==> src/rtl/nrzi_stuff_enc.sv <==
// NRZI line encoder with bit stuffing: a 0 toggles the line, a 1 holds it, and
// a stuffed 0 is forced after RUN_LEN consecutive 1s, costing one input bubble.
module nrzi_stuff_enc #(
    parameter int   RUN_LEN  = 6,
    parameter logic IDLE_LVL = 1'b1,
    parameter int   COUNT_W  = 8
) (
    input  logic               clk,
    input  logic               rst_L,
    input  logic               inb,
    input  logic               in_valid,
    output logic               in_ready,
    input  logic               stuff_en,
    input  logic               bypass,
    output logic               outb,
    output logic               out_valid,
    output logic [COUNT_W-1:0] stuff_cnt
);

    localparam int               RUN_W   = $clog2(RUN_LEN + 1);
    localparam logic [RUN_W-1:0] RUN_MAX = RUN_W'(RUN_LEN);

    typedef enum logic {
        S_DATA,
        S_STUFF
    } state_t;

    state_t             state, state_nx;
    logic               level, level_nx;
    logic               valid_nx;
    logic [RUN_W-1:0]   run, run_nx, run_inc;
    logic [COUNT_W-1:0] cnt_nx;
    logic               accept;

    assign in_ready = (state == S_DATA);
    assign accept   = in_valid && in_ready;
    assign outb     = level;
    assign run_inc  = (run == RUN_MAX) ? run : run + 1'b1;

    // NOTE: every signal gets its default first, so no path through the case
    // statement leaves one unassigned and no latch is inferred.
    always_comb begin
        state_nx = state;
        level_nx = level;
        run_nx   = run;
        cnt_nx   = stuff_cnt;
        valid_nx = 1'b0;
        case (state)
            S_STUFF: begin
                level_nx = ~level;
                run_nx   = '0;
                valid_nx = 1'b1;
                state_nx = S_DATA;
                if (stuff_cnt != '1) cnt_nx = stuff_cnt + 1'b1;
            end
            default: begin
                if (accept) begin
                    valid_nx = 1'b1;
                    if (bypass) begin
                        level_nx = inb;
                        run_nx   = '0;
                    end else if (!inb) begin
                        level_nx = ~level;
                        run_nx   = '0;
                    end else begin
                        run_nx = run_inc;
                        // A run saturated while stuffing was off is stuffed as
                        // soon as stuffing is re-enabled, keeping the line lively.
                        if (stuff_en && run_inc == RUN_MAX) state_nx = S_STUFF;
                    end
                end
            end
        endcase
    end

    // NOTE: sequential state uses non-blocking assignments so every register
    // samples the pre-edge values computed above, regardless of statement order.
    always_ff @(posedge clk) begin
        if (!rst_L) begin
            state     <= S_DATA;
            level     <= IDLE_LVL;
            run       <= '0;
            out_valid <= 1'b0;
            stuff_cnt <= '0;
        end else begin
            state     <= state_nx;
            level     <= level_nx;
            run       <= run_nx;
            out_valid <= valid_nx;
            stuff_cnt <= cnt_nx;
        end
    end

endmodule

==> config.mk <==
export PLATFORM = sky130hd
export DESIGN_NAME = nrzi_stuff_enc
export DESIGN_NICKNAME = d
export VERILOG_FILES = /design/src/rtl/nrzi_stuff_enc.sv
export SDC_FILE = /design/constraint.sdc
export NUM_CORES = 1
export LEC_CHECK = 0
export ABC_AREA = 1
export ABC_CLOCK_PERIOD_IN_PS = 1390
export CORE_MARGIN = 5
export CORE_UTILIZATION = 55
export DETAILED_ROUTE_END_ITERATION = 10
export DONT_BUFFER_PORTS = 1
export PLACE_DENSITY = 0.7
export SYNTH_ARGS = -nofsm -noshare
export SYNTH_HDL_FRONTEND = slang
export SYNTH_SLANG_ARGS = --single-unit
==> constraint.sdc <==
create_clock -name clk -period 1.39 [get_ports clk]
set_clock_uncertainty 0.05 [all_clocks]
set_input_delay 0.139 -clock clk [delete_from_list [all_inputs] [get_ports clk]]
set_output_delay 0.139 -clock clk [all_outputs]
set_load 0.01 [all_outputs]
Yosys cells after proc, flatten, opt, wreduce, memory -nomap -nowiden
Cells that the tools add are included.

Word-level logic and storage cells: 33. Bits in registers: 14. Output and inout bits: 11.

Add/sub/neg operators: 2. Reduce and logical (&&, ||, !) cells: 7. Mux-type cells: 10. Bitwise gates (word level): 5. Equal/unequal tests: 4.

Operator list (number): $mux 3 (3); $add 8x1->8 const B (1); $ne 8x8->1 const B (1); $mux 1 (7); $eq 3x3->1 const B (2); $not 1->1 (5); $reduce_or 5->1 (1); $reduce_and 2->1 (2); $add 3x1->3 const B (1); $ne 3x1->1 const B (1); $logic_and 1x1->1 (2); $reduce_bool 2->1 (1); $reduce_or 2->1 (1).

Logic depth before layout (Yosys ltp)
Word-level depth: 5. Depth in mapped cells: 8. Gate-level depth less buffers: 8.

Worst setup path before layout
OpenSTA, ideal clock, no wires.

Kind: flip-flop to flip-flop. Start point: register stuff_cnt[0]. End point: register stuff_cnt[6]. Cell stages (with the launch flop): 7. Period minus slack after synthesis: 1.315 ns. Setup slack: 0.075 ns. Buffers on the path: 0. Required time: 1.230 ns. Setup time: 0.110 ns. Data arrival time: 1.155 ns. Path through: dfxtp_1 > ha_1 > inv_1 > nor3_1 > nand4_1 > nand2_1 > nor2_2.

Longest elaborated chain between the ends: 2.

Ends and longest elaborated chain: start: declaration (RTL line 17) `output logic [COUNT_W-1:0] stuff_cnt`; start signal: assignment (RTL line 90) `stuff_cnt <= cnt_nx;`; parallel branches: the longest is 2 deep, another holds $add 8x1->8.

Several ways; the timed one is not identified. A chain may end at the register's enable or synchronous reset.

Worst setup path in the final report
Start point: register stuff_cnt[1]. End point: register stuff_cnt[5].

Same word-level chain as after synthesis.

==> qor.csv <==
stage,metric,value,unit
status,run status,finished clean,
critical_path,largest stage delay on the critical path,0.34,ns
routing,router iterations before antenna repair,4,
timing,setup TNS,0,ns
critical_path,WS Path Type,reg2reg,
timing,slew of the pin with the lowest slew margin,0.2241,ns
synth,"Avg Cell Area, Syn",7.102,sq um
critical_path,CP Launch Point,stuff_cnt[1],
power,Power per Cell Area,775.5,nW/um^2
synth,Adder-Cell Fraction of Synth Area,4.894,%
synth,Compound-Gate Fraction of Synth Area,11.75,%
place,routability cong.,0.9020,
synth,Mapped Cells,108,
cts,clock sink count,14,
die,Chip Width,47.35,um
critical_path,critical path startpoint category,flip-flop,
flow_run,max-capacitance violation count,0,
synth,syn_nets,117,
grt,total grt overflow,0,
finish,register area,281.5,sq um
power,Leakage,0.3938,nW
synth,library cells used by synthesis,19,
die,Die Ht,47.35,um
routing,detailed-route wire length per cell,11.99,um
synth,synth warn,0,
cts,CTS buffer count,3,
timing,final hold violation count,0,
grt,number of global-route vias before repair,692,
critical_path,worst path cell trace,ha_2 -> inv_2 -> nor2_4 -> nand2_2 -> nand2_4 -> nor2_1 -> nor2_1 -> nor2_1,
die,initial core utilization,58.21,%
finish,Finished Cell Area,948.4,sq um
critical_path,WP data required,1.52,ns
place,placed cell count,133,
timing,max-slew violations,0,
power,Peak VDD IR,0.0005778,V
place,cell area after placement,860.8,sq um
critical_path,Worst Path Arrival,1.37,ns
synth,post-synthesis cell area,767.0,sq um
routing,vias per cell,5.179,
place,IO Port Bufs,0,
finish,Nets,135,
finish,Finished Layout Cells,140,
grt,antenna violations before repair,0,
timing,final setup violating endpoints,0,
cts,H-tree depth,1,
place,Placement Setup Slack,0.09238,ns
timing,achievable frequency,809.5,MHz
cts,postcts setup bufs,0,
cts,clock buffer depth,2,
timing,post-route clock period utilization,88.88,%
finish,fin util,71.98,%
critical_path,slowest cell on the critical path,dfxtp_1,
grt,global-route wire length before repair,2773,um
timing,Slew HR,84.90,%
die,row count,13,
grt,GRT Total Usage,17.88,%
die,core area,1318,sq um
cts,"Clk pin slew, worst setup/hold paths",0.09,ns
finish,Layout area overhead,23.65,%
routing,Final ANT Viol Nets,0,
finish,layout cells sized above 1,25.60,%
critical_path,CP most frequent cell,nor2_1,
cts,clock latency on the worst-skew pair,0.28,ns
die,io pins,17,
hold_path,hold path startpoint,inb,
finish,multi-input logic area,461.7,sq um
timing,min Tclk post-route,1.235,ns
routing,DRT iter0 DRCs,11,
die,Die Area,2242,sq um
cts,CTS tree,done,
routing,routed wire length,1679,um
synth,main combinational cell family by area after synthesis,simple AND/OR/NAND/NOR gates,
synth,Synth Area in XOR/XNOR,4.568,%
critical_path,Crit Path Max Fanout,7,
routing,via count,725,
critical_path,launch point of the worst reg-to-reg path,stuff_cnt[1],
grt,largest net degree at the start of global routing,9,
critical_path,Crit. End Element,flip-flop,
synth,Synth Register Bits,14,
finish,Fillers,111,
synth,mux cell area share after synthesis,0,%
hold_path,HP Class,in2reg,
finish,Diodes inserted,0,
synth,"Seq/Total Area, Yosys",36.54,%
cts,Root Driver,clkbuf_4,
place,DP HPWL,1328,um
synth,simple-gate area share of the yosys netlist,36.38,%
routing,DRC violations left,0,
timing,"Worst Setup Slack, final",0.1546,ns
state kept, by name, indices dropped and copies added, names as in the netlist:
signal / count
stuff_cnt: 8
run: 3
out_valid: 1
outb: 1
state: 1
power breakdown:
group / internal, mW / leakage [nW] / total (mW) / switching [mW]
combinational: 0.0155 / 0.259 / 0.0352 / 0.0197
clock: 0.159 / 0.0210 / 0.289 / 0.130
sequential: 0.406 / 0.114 / 0.412 / 0.00557
total: 0.581 / 0.394 / 0.736 / 0.155
cell families after synthesis:
kind of cell | count (synthesis)
adder cells (fa/ha/maj) | 3
AO/OA/AOI/OAI | 15
AND/OR/NAND/NOR | 60
XOR/XNOR | 4
flip-flops | 14
buffers and inverters | 12
synthesized netlist by cell type:
cell type  number  area share, %
nor2_2          3            2.4
nand3_1         3            2.0
nand2b_1        1           0.82
nor3_1          2            1.3
inv_1          11            5.4
nor2_4          2            2.9
a21oi_1         8            5.2
a21oi_4         1            2.1
nand4_1         2            1.6
xor2_1          4            4.6
nand2_4         1            1.5
nand2_1        29             14
inv_2           1           0.49
o21ai_0         5            3.3
ha_1            3            4.9
dfxtp_1        14             37
o2111ai_1       1            1.1
nand2_2         4            3.3
nor2_1         13            6.4
worst max-delay path, delay by kind of cell, from the launching register on:
family,cells,cell delay [ns]
adder cells (fa/ha/maj),1,0.19
buffers and inverters,1,0.06
flip-flops,1,0.34
AND/OR/NAND/NOR,6,0.51
placed cells by master, fill, tap and decap left out, types with 4 or more instances in the layout:
cell type / Yosys / routed
dfxtp_1: 14 / 13
xor2_1: 4 / 4
o21ai_0: 5 / 5
a21oi_1: 8 / 8
inv_1: 11 / 10
nand2_2: 4 / 5
nor2_1: 13 / 13
nand2_1: 29 / 28
buf_4: 0 / 10
layer usage:
metal / vias to the layer above / GRT usage, % / routed length (um)
met1: 326 / 19.95 / 715
li1: 379 / - / -
met2: 18 / 29.95 / 836
met5: - / 0 / 0
met3: 2 / 4.215 / 114
met4: 0 / 11.60 / 13
metrics by stage:
stage / hold WS, ns / power [mW]
3_3_place_gp: 0.2128 / 0.4478
4_1_cts: 0.01432 / 0.7458
2_1_floorplan: 0.2048 / 0.4430
5_1_grt: 0.01376 / 0.7669
3_5_place_dp: 0.2203 / 0.4484
6_report: 0.02451 / 0.7355
timing repair:
action	CTS	global route
setup endpoints to repair	0	7
resized for setup	0	7
endpoints found under the hold margin	6	0
hold buffers	3	0
area by class of cell:
cell class	count	share of cell area (%)
Timing Repair Buffer	13	11.08
Clock buffer	4	3.826
Tap cell	15	1.979
Multi-Input combinational cell	82	48.68
Sequential cell	14	29.68
Inverter	12	4.749
final timing paths:
kind | endpoint | slack (ns) | cells after the start
max | stuff_cnt[5] | 0.15 | 8
min | outb | 0.02 | 2
max reg2reg | stuff_cnt[5] | 0.15 | 8
min reg2reg | run[0] | 0.45 | 2
Note: power is estimated with default switching activity, not from simulation.
